===== src/rtl/rf_write_arbiter.sv =====
// rtl/rf_write_arbiter.sv - register-file write-port arbiter: writeback first, long-latency FIFO drain, pending scoreboard
// Optional feature macro: RF_ARB_BYPASS_EN (direct write of an LU return into an idle port with an empty FIFO)
module rf_write_arbiter #(
    parameter int DATA_WIDTH   = 64,
    parameter int REG_ADDR_W   = 5,
    parameter int FIFO_DEPTH   = 4,
    parameter int STARVE_LIMIT = 8
) (
    input  logic                          i_clk,
    input  logic                          i_arst,
    input  logic                          i_wb_we,
    input  logic [REG_ADDR_W-1:0]         i_wb_rd_addr,
    input  logic [DATA_WIDTH-1:0]         i_wb_data,
    input  logic                          i_lu_valid,
    input  logic [REG_ADDR_W-1:0]         i_lu_rd_addr,
    input  logic [DATA_WIDTH-1:0]         i_lu_data,
    output logic                          o_lu_ready,
    input  logic                          i_issue,
    input  logic [REG_ADDR_W-1:0]         i_issue_rd,
    input  logic [REG_ADDR_W-1:0]         i_rs1_addr,
    input  logic [REG_ADDR_W-1:0]         i_rs2_addr,
    input  logic [REG_ADDR_W-1:0]         i_dec_rd_addr,
    output logic                          o_stall,
    output logic                          o_wb_hold,
    output logic                          o_rf_we,
    output logic [REG_ADDR_W-1:0]         o_rf_rd_addr,
    output logic [DATA_WIDTH-1:0]         o_rf_data,
    output logic [$clog2(FIFO_DEPTH):0]   o_pending_cnt
);
    localparam int PTR_W = $clog2(FIFO_DEPTH);
    localparam int CNT_W = PTR_W + 1;
    localparam int NREG  = 2 ** REG_ADDR_W;
    localparam int ST_W  = $clog2(STARVE_LIMIT + 1);

    logic [REG_ADDR_W-1:0] fifo_rd   [FIFO_DEPTH];
    logic [DATA_WIDTH-1:0] fifo_data [FIFO_DEPTH];

    logic [CNT_W-1:0] wr_ptr, rd_ptr, count;
    logic [NREG-1:0]  sb, sb_next, set_mask, clr_mask;
    logic [ST_W-1:0]  starve, starve_next;
    logic             wb_hold, hold_next;
    logic             empty, full, wb_active, port_free, pop, push, byp;
    logic [REG_ADDR_W-1:0] head_rd;
    logic [DATA_WIDTH-1:0] head_data;

    assign count     = wr_ptr - rd_ptr;
    assign empty     = (count == '0);
    assign full      = (count == CNT_W'(FIFO_DEPTH));
    assign head_rd   = fifo_rd[rd_ptr[PTR_W-1:0]];
    assign head_data = fifo_data[rd_ptr[PTR_W-1:0]];

    // A writeback to x0 writes nothing, so it does not claim the port.
    assign wb_active = i_wb_we & ~wb_hold & (|i_wb_rd_addr);
    assign port_free = ~wb_active;
    assign pop       = ~empty & port_free;

`ifdef RF_ARB_BYPASS_EN
    assign byp = i_lu_valid & empty & port_free;
`else
    assign byp = 1'b0;
`endif

    assign o_lu_ready    = ~full;
    assign push          = i_lu_valid & ~full & ~byp;
    assign o_wb_hold     = wb_hold;
    assign o_pending_cnt = count;
    assign o_stall       = sb[i_rs1_addr] | sb[i_rs2_addr] | sb[i_dec_rd_addr];

    always_comb begin
        o_rf_we      = 1'b0;
        o_rf_rd_addr = '0;
        o_rf_data    = '0;
        if (!i_arst) begin
            if (wb_active) begin
                o_rf_we      = 1'b1;
                o_rf_rd_addr = i_wb_rd_addr;
                o_rf_data    = i_wb_data;
            end else if (pop) begin
                o_rf_we      = |head_rd;
                o_rf_rd_addr = head_rd;
                o_rf_data    = head_data;
            end else if (byp) begin
                o_rf_we      = |i_lu_rd_addr;
                o_rf_rd_addr = i_lu_rd_addr;
                o_rf_data    = i_lu_data;
            end
        end
    end

    // Set wins over clear so an issue to a register being retired stays pending.
    always_comb begin
        set_mask = '0;
        clr_mask = '0;
        if (i_issue) set_mask[i_issue_rd] = 1'b1;
        if (pop)     clr_mask[head_rd] = 1'b1;
        if (byp)     clr_mask[i_lu_rd_addr] = 1'b1;
        sb_next    = (sb & ~clr_mask) | set_mask;
        sb_next[0] = 1'b0;
    end

    always_comb begin
        starve_next = '0;
        if (!empty && !pop) starve_next = starve + ST_W'(1);
        hold_next = (starve_next == ST_W'(STARVE_LIMIT));
    end

    always_ff @(posedge i_clk or posedge i_arst) begin
        if (i_arst) begin
            wr_ptr  <= '0;
            rd_ptr  <= '0;
            sb      <= '0;
            starve  <= '0;
            wb_hold <= 1'b0;
        end else begin
            if (push) wr_ptr <= wr_ptr + CNT_W'(1);
            if (pop)  rd_ptr <= rd_ptr + CNT_W'(1);
            sb      <= sb_next;
            starve  <= starve_next;
            wb_hold <= hold_next;
        end
    end

    always_ff @(posedge i_clk) begin
        if (push) begin
            fifo_rd[wr_ptr[PTR_W-1:0]]   <= i_lu_rd_addr;
            fifo_data[wr_ptr[PTR_W-1:0]] <= i_lu_data;
        end
    end
endmodule

===== config.mk =====
export PLATFORM = sky130hd
export DESIGN_NAME = rf_write_arbiter
export DESIGN_NICKNAME = d
export VERILOG_FILES = /design/src/rtl/rf_write_arbiter.sv
export SDC_FILE = /design/constraint.sdc
export NUM_CORES = 1
export LEC_CHECK = 0
export CAP_MARGIN = 20
export CORE_ASPECT_RATIO = 0.9
export CORE_UTILIZATION = 48
export CTS_CLUSTER_SIZE = 25
export DETAILED_ROUTE_END_ITERATION = 16
export HOLD_SLACK_MARGIN = 0.02
export PLACE_DENSITY = 0.79
export SYNTH_ARGS = -nofsm -noshare
export SYNTH_HDL_FRONTEND = slang
export SYNTH_SLANG_ARGS = --single-unit

===== constraint.sdc =====
create_clock -name i_clk -period 3.37 [get_ports i_clk]
set_clock_uncertainty 0.1 [all_clocks]
set_input_delay 1.011 -clock i_clk [delete_from_list [all_inputs] [get_ports i_clk]]
set_output_delay 1.011 -clock i_clk [all_outputs]
set_load 0.1 [all_outputs]

==> results by group, run 1 <==
Yosys
  – Post-synthesis xor/xnor area fraction: 0.005458
  – Post-synthesis register bit count: 318
  – Distinct cell type count after synthesis: 46
  – Leading area contributor after synthesis: edfxtp_1
  – Most used DFF post-synth: edfxtp_1
  – Compound-Gate Fraction of Synth Area: 0.08286
  – Main combinational cell family by area after synthesis: multiplexers
  – Mapped Area: 0.01398 mm^2
  – Seq/Total Area, Yosys: 0.6679
  – Async set or reset register ratio after synthesis: 0.1321
  – Mean Syn Cell Area: 17.16 um^2
  – Largest cells by area after synthesis: edfxtp_1 (59%), mux4_2 (14%), dfrtp_1 (7.5%)
  – Mux cell area share after synthesis: 0.1535
  – Syn. warnings: 0
  – Number of synthesized flops with an enable pin: 276
  – Synth Area in Adders: 0.007695
  – Post-synth net total: 986
  – Synth Area in Simple Gates: 0.05959
  – Mapped Cells: 815
  – Top cell type's share of synthesized area: 0.5927

Global route
  – First-pass GRT wire length: 53,630 um
  – GRT Overall Usage: 0.2402
  – Initial antenna violation count: 4
  – Vias in the first global route: 9,459
  – Maximum number of pins on one net before global-route repair: 43
  – Remaining Overflow, GRT: 0

Timing
  – Slew Viols, Final: 0
  – Least-Margin Pin Slew: 0.7536 ns
  – Relative slew slack: 0.4957
  – Fmax: 230.3 MHz
  – Final hold violation count: 0
  – Final setup vio count: 74
  – Minimum clock period: 4.343 ns
  – RSZ-0062 raised after global routing: true
  – Period utilization: 1.289
  – Final setup margin: -0.9728 ns

Floorplanning
  – Die area: 0.02982 mm^2
  – Initial core utilization: 0.4941
  – Die Span X: 181.9 um
  – CORE AREA: 0.02830 mm^2
  – Die height: 163.9 um
  – Placement row count: 58
  – I/O Pins: 239

Routing
  – Final WL: 35,450 um
  – Via count: 8,815
  – # DRC: 0
  – Initial drt markers: 680
  – WL per Instance: 23.55 um
  – Vias/cell: 5.857
  – Post-DRT Antenna Nets: 0
  – Drt pass-1 iters: 4

Pwr
  – Leak Pwr: 6.939 nW
  – Pwr dens: 954.4 mW/mm^2
  – Tot Pwr: 19.09 mW
  – Worst IR Drop VDD: 0.7221 mV

Placed design
  – Detailed placement HPWL: 23,150 um
  – PortBufs: 238
  – Placed cell areas: 0.01872 mm^2
  – Pre-CTS setup slack: -0.8849 ns
  – Placer Congestion: 0.8999
  – Inst Count DP: 1,434

CTS
  – Reg clk slew, reported paths: 0.06 ns
  – CTS H-tree lvls: 1
  – Root buf cell: clkbuf_16
  – CTS Buffer Depth: 3
  – CTS tree: built
  – Clk_lat worst skew: 0.56 ns
  – CTS buffer count: 31
  – Clock Sinks: 318

Final layout
  – Nets: 1,295
  – Layout cell share with drive strength beyond 1: 0.4191
  – Finished Layout Cells: 1,505
  – Fill cell count: 1,768
  – Layout area overhead: 43.05%
  – Fin area: 0.02000 mm^2

Worst setup path
  – Biggest cell delay along the critical path: 0.56 ns
  – CP most frequent cell: buf_12
  – Startpoint types: flip-flop
  – Kind of critical path: reg -> out
  – Worst r2r src: rd_ptr[0]$_DFFE_PP0P_
  – Max stage delay cell, worst path: fa_2
  – Critical-path maximum fanout: 8
  – Crit path capture type: output pin
  – Critical Path AT: 3.23 ns
  – Worst reg2reg setup slack: 0.32 ns
  – Worst-path cell chain: ha_4 > fa_2 > clkinvlp_4 > or3_4 > and2_4 > buf_16 > buf_12 > a22oi_2 > nor2_4 > buf_12
  – Worst Reg-to-Reg Cells: 10
  – Worst path required time: 2.26 ns
  – Reg-to-reg critical path endpoint: rd_ptr[1]$_DFFE_PP0P_

Hold path
  – Hold depth: 1
  – Hold endpoint: starve[0]$_DFF_PP0_
  – Hold wc startpoint: starve[0]$_DFF_PP0_
  – Hold WC Path Type: reg -> reg

Flow run
  – Max_cap viols: 0

Outcome
  – Status: complete, but fails checks
  – Failing checks: setup timing
## what timing repair did
item,in CTS,in global routing
resized for setup,63,11
pin swaps,22,24
cloned,2,0
endpoints found under the setup margin,73,73
hold buffers,0,0
hold endpoints to repair,0,0
buffers inserted,11,5
## cell usage after synthesis (all sizes together) (4+ instances only)
master    n
edfxtp  276
mux4     87
nor2     74
nand2    71
a22oi    64
dfrtp    42
o21ai    40
buf      30
clkbuf   21
inv      13
mux2     10
a21oi     7
and3      7
ha        7
mux2i     7
nor2b     6
nand4     5
nand3     4
nand3b    4
## layout by cell type (no fill, tap or decap), types with 3 or more instances in the layout
cell type,instances
o22ai_1,3
nor2_1,9
inv_1,11
nand4_1,5
xnor2_1,3
clkdlybuf4s50_1,146
clkinvlp_4,5
a2111oi_2,3
dlygate4sd2_1,3
nand2_4,4
mux4_2,87
edfxtp_1,276
mux2i_1,6
nor3b_1,3
nand2_1,66
nand3_1,3
xor2_1,3
clkbuf_16,31
and3_4,4
dlymetal6s2s_1,4
clkinv_1,7
buf_4,61
nand2b_1,3
nor2b_1,6
mux2_4,4
nand3b_1,4
and3_1,3
buf_16,3
o21ai_0,38
buf_12,94
buf_6,8
a21oi_4,6
dfrtp_1,40
nor2_4,64
ha_1,6
a22oi_2,64
mux2_2,6
## worst max path at each step
stage / startpoint / end / cells past startpoint
after global placement: i_rs1_addr[0] / o_stall / 8
after detailed placement: i_wb_rd_addr[2] / o_rf_data[61] / 8
after CTS: i_wb_rd_addr[2] / o_rf_rd_addr[1] / 8
after floorplan: i_rs1_addr[0] / o_stall / 6
final: rd_ptr[0]$_DFFE_PP0P_ / o_rf_data[62] / 10
after global routing: rd_ptr[0]$_DFFE_PP0P_ / o_rf_data[31] / 10
## where the power goes
| group | leakage (nW) | switching (mW) | internal [mW] |
|---|---|---|---|
| Combinational | 3.44 | 5.80 | 4.10 |
| Sequential | 3.04 | 0.458 | 5.47 |
| Clock | 0.451 | 1.43 | 1.83 |
## kinds of logic (layout without fill, tap and decap cells)
logic type	Yosys count	after routing
and+or+nand+nor	188	188
muxes	104	104
other	0	2
DFF	318	318
buffers and inverters	64	392
adders and majority gates	8	8
AOI/OAI and AO/OA	126	126
xor gates and xnor gates	7	7
## through the flow
step                      hold WS [ns]  utilization  setup TNS (ns)
after global routing            0.4100       0.7066          -67.24
after detailed placement        0.3683       0.6615          -60.10
final                           0.3857       0.7068          -63.11
after CTS                       0.3892       0.7039          -65.28
after global placement          0.3615       0.6615          -58.61
after floorplan                 0.3437            -          -49.00
## per-layer routing
layer	track usage	vias up	wire, um
met1	0.3132	4497	14170
met2	0.4142	389	17880
met5	0	-	27
met3	0.04789	60	2560
li1	-	3865	-
met4	0.06532	4	816
## worst max-delay path: cells and delay by family (launching register included)
kind	cells	cell delay (ns)
AO/OA/AOI/OAI	1	0.19
adder cells (fa/ha/maj)	2	0.73
buffers and inverters	4	0.56
flip-flops	1	0.49
AND/OR/NAND/NOR	3	0.69
## layout make-up
cell class              instances  area [um^2]  area share
clock buffers                  33        783.3     0.03916
repair buffers                327         4155      0.2077
flip-flops and latches        318         9346      0.4673
multi-input cells             433         5046      0.2523
clock inverters                19        163.9    0.008194
diodes                          2        5.005   0.0002502
inverters                      13        52.55    0.002627
well taps                     360        450.4     0.02252
## state kept, by name (all words and copies together), names as in the netlist
name,flops
fifo_rd,20
wr_ptr,3
sb,31
fifo_data,256
starve,4
rd_ptr,3
o_wb_hold,1
No activity file was read; power rests on OpenSTA's default activity.
==> inputs of run 2 (changes only) <==
--- a/config.mk
+++ b/config.mk
@@ -10,6 +10,7 @@
 export CORE_UTILIZATION = 48
 export CTS_CLUSTER_SIZE = 25
 export DETAILED_ROUTE_END_ITERATION = 16
+export GPL_ROUTABILITY_DRIVEN = 1
 export HOLD_SLACK_MARGIN = 0.02
 export PLACE_DENSITY = 0.79
 export SYNTH_ARGS = -nofsm -noshare
==> results of run 2 <==
The final DEF is identical to that of run 1; final timing and power are the same.
==> inputs of run 3 (changes only) <==
--- a/config.mk
+++ b/config.mk
@@ -6,13 +6,13 @@
 export NUM_CORES = 1
 export LEC_CHECK = 0
 export CAP_MARGIN = 20
-export CORE_ASPECT_RATIO = 0.9
-export CORE_UTILIZATION = 48
+export CORE_ASPECT_RATIO = 1.75
+export CORE_UTILIZATION = 57
 export CTS_CLUSTER_SIZE = 25
 export DETAILED_ROUTE_END_ITERATION = 16
 export GPL_ROUTABILITY_DRIVEN = 1
 export HOLD_SLACK_MARGIN = 0.02
-export PLACE_DENSITY = 0.79
+export PLACE_DENSITY = 0.88
 export SYNTH_ARGS = -nofsm -noshare
 export SYNTH_HDL_FRONTEND = slang
 export SYNTH_SLANG_ARGS = --single-unit
==> constraint.sdc (replaced) <==
create_clock -name i_clk -period 5.2 [get_ports i_clk]
set_clock_uncertainty 0.1 [all_clocks]
set_input_delay 1.56 -clock i_clk [delete_from_list [all_inputs] [get_ports i_clk]]
set_output_delay 1.56 -clock i_clk [all_outputs]
set_load 0.1 [all_outputs]
==> results by group, run 3 (synthesis results as in run 1) <==
Worst setup path
  – Max stage delay cell, worst path: or4_4
  – Critical Path AT: 3.52 ns (+0.29 ns)
  – Kind of critical path: in -> out
  – Startpoint types: input pin
  – CP most frequent cell: buf_12
  – Worst-path cell chain: clkdlybuf4s15_1 > or4_4 > o21ai_4 > and2_4 > buf_12 > buf_12 > buf_6 > nand2_2 > a21oi_4 > buf_12
  – Biggest cell delay along the critical path: 0.58 ns (+0.02 ns)
  – Crit path capture type: output pin
  – Worst path required time: 3.54 ns (+1.28 ns)
  – Critical-path maximum fanout: 5 (-3)

Pwr
  – Tot Pwr: 12.17 mW (-36%)
  – Pwr dens: 621.0 mW/mm^2 (-35%)
  – Worst IR Drop VDD: 0.4687 mV (-35%)
  – Power share of the combinational group: 0.519 (about the same)
  – Net load switching power: 5.051 mW (-34%)
  – Clock power frac: 0.160 (-0.011)
  – Leak Pwr: 6.757 nW (-2.6%)
  – Sequential power share: 0.321 (+0.011)
  – Int Pwr: 7.117 mW (-38%)
  – Switching power share of the total: 0.4151 (+0.01216)

Floorplanning
  – Placement row count: 75 (+29%)
  – I/O Pins: 239 (unchanged)
  – Die height: 209.2 um (+28%)
  – Initial core utilization: 0.5821 (+0.08801)
  – CORE AREA: 0.02402 mm^2 (-15%)
  – Die area: 0.02519 mm^2 (-16%)
  – Die Span X: 120.4 um (-34%)

Timing
  – Slew Viols, Final: 0 (unchanged)
  – Final setup vio count: 0 (-100%)
  – Final hold violation count: 0 (unchanged)
  – Fmax: 192.9 MHz
  – Period utilization: 0.9970
  – TNS Setup: 0 ns (+63.11 ns)
  – Least-Margin Pin Slew: 0.9747 ns (+0.2210 ns)
  – Relative slew slack: 0.3482 (-0.1475)
  – Minimum clock period: 5.184 ns

Routing
  – Via count: 8,996 (+2.1%)
  – WL per Instance: 28.75 um (+22%)
  – Drt pass-1 iters: 5 (+1)
  – Vias/cell: 6.309 (+7.7%)
  – # DRC: 0 (unchanged)
  – Initial drt markers: 700 (+2.9%)
  – Final WL: 41,000 um (+16%)
  – Post-DRT Antenna Nets: 0 (unchanged)

Final layout
  – Fin area: 0.01960 mm^2 (-2.0%)
  – Layout area overhead: 40.13%
  – Most frequent cells in the layout: edfxtp_1 (276), clkdlybuf4s50_1 (151), mux4_2 (87)
  – Max reg flops: 256 (unchanged)
  – Most common cell after layout, fill and taps aside: edfxtp_1
  – Fill cell count: 1,208 (-32%)
  – Nets: 1,266 (-2.2%)
  – Layout cell share with drive strength beyond 1: 0.3901 (-0.02894)

CTS
  – CTS tree: built
  – CTS buffer count: 27 (-13%)
  – CTS H-tree lvls: 1 (unchanged)
  – CTS Buffer Depth: 3 (unchanged)
  – Reg clk slew, reported paths: 0.07 ns (about the same)
  – # hold bufs at CTS: 0 (unchanged)
  – Clk_lat worst skew: 0.55 ns (about the same)
  – Clock Sinks: 318 (unchanged)
  – Root buf cell: clkbuf_16

Global route
  – Remaining Overflow, GRT: 0 (unchanged)
  – Vias in the first global route: 9,883 (+4.5%)
  – Initial antenna violation count: 4 (unchanged)
  – Maximum number of pins on one net before global-route repair: 54 (+26%)
  – First-pass GRT wire length: 59,280 um (+11%)
  – GRT Overall Usage: 0.3258 (+0.08564)

Placed design
  – PortBufs: 238 (unchanged)
  – Detailed placement HPWL: 24,430 um (+5.5%)
  – Placed cell areas: 0.01817 mm^2 (-3.0%)
  – Placer Congestion: 0.9739 (+8.2%)

Outcome
  – Status: completed

Flow run
  – Max_cap viols: 0 (unchanged)

Hold path
  – Hold WC Path Type: reg -> reg
[run 3: layout make-up]
cell class / count / area, um^2 / share of cell area
flip-flops and latches: 318 / 9346 / 0.4770
multi-input cells: 433 / 4942 / 0.2522
clock inverters: 18 / 155.1 / 0.007918
diodes: 3 / 7.507 / 0.0003831
well taps: 308 / 385.4 / 0.01967
inverters: 13 / 48.80 / 0.002490
clock buffers: 31 / 690.7 / 0.03525
repair buffers: 302 / 4019 / 0.2051
[run 3: power by group through the flow]
| stage | clock, mW | sequential (mW) | combinational (mW) |
|---|---|---|---|
| global placement | 0 | 3.88 | 5.52 |
| detailed placement | 0 | 3.93 | 5.59 |
| floorplan | 0 | 3.78 | 4.01 |
| CTS | 1.96 | 3.88 | 6.23 |
| finish | 1.95 | 3.90 | 6.31 |
| global route | 2.04 | 3.95 | 6.55 |
[run 3: critical path: cells and delay by family]
kind	cells	cell delay [ns]
AO/OA/AOI/OAI	2	0.37
buffers and inverters	5	0.75
AND/OR/NAND/NOR	3	0.84
[run 3: final timing paths]
kind                            cells past startpoint                     to             startpoint  slack (ns)
worst max register to register                     11  rd_ptr[1]$_DFFE_PP0P_  rd_ptr[1]$_DFFE_PP0P_        1.98
worst max-delay path                               10        o_rf_rd_addr[1]        i_wb_rd_addr[1]        0.02
worst min-delay path                                1    starve[0]$_DFF_PP0_    starve[0]$_DFF_PP0_        0.40
worst min register to register                      1    starve[0]$_DFF_PP0_    starve[0]$_DFF_PP0_        0.40
max in group asynchronous                           3       sb[10]$_DFF_PP0_                 i_arst        2.94
min in group asynchronous                           2  wr_ptr[2]$_DFFE_PP0P_                 i_arst        1.25
[run 3: per-stage QoR]
| stage | cells | setup slack, ns | hold slack [ns] | utilization |
|---|---|---|---|---|
| 3_5_place_dp | 1351 | -0.1848 | 0.3757 | 0.7563 |
| 5_1_grt | 1426 | -0.04066 | 0.4223 | 0.8157 |
| 6_report | 1426 | 0.01575 | 0.3981 | 0.8157 |
| 3_3_place_gp | 1351 | -0.1557 | 0.3663 | 0.7563 |
| 2_1_floorplan | 815 | -0.2203 | 0.3437 | - |
| 4_1_cts | 1420 | 0.003186 | 0.3987 | 0.8102 |
[run 3: what timing repair did]
item / in CTS / in global routing
gates resized for setup: 35 / 17
setup buffers: 14 / 1
setup endpoints to repair: 67 / 65
pin swaps: 14 / 16
gates cloned: 8 / 4
[run 3: per-layer routing]
layer  vias up  GRT usage  part of all wire
li1       3809          -                 -
met1      4575     0.3618              0.32
met2       472     0.5789              0.55
met3       138    0.05431             0.064
met4         2     0.1967             0.066
met5         -          0           0.00034
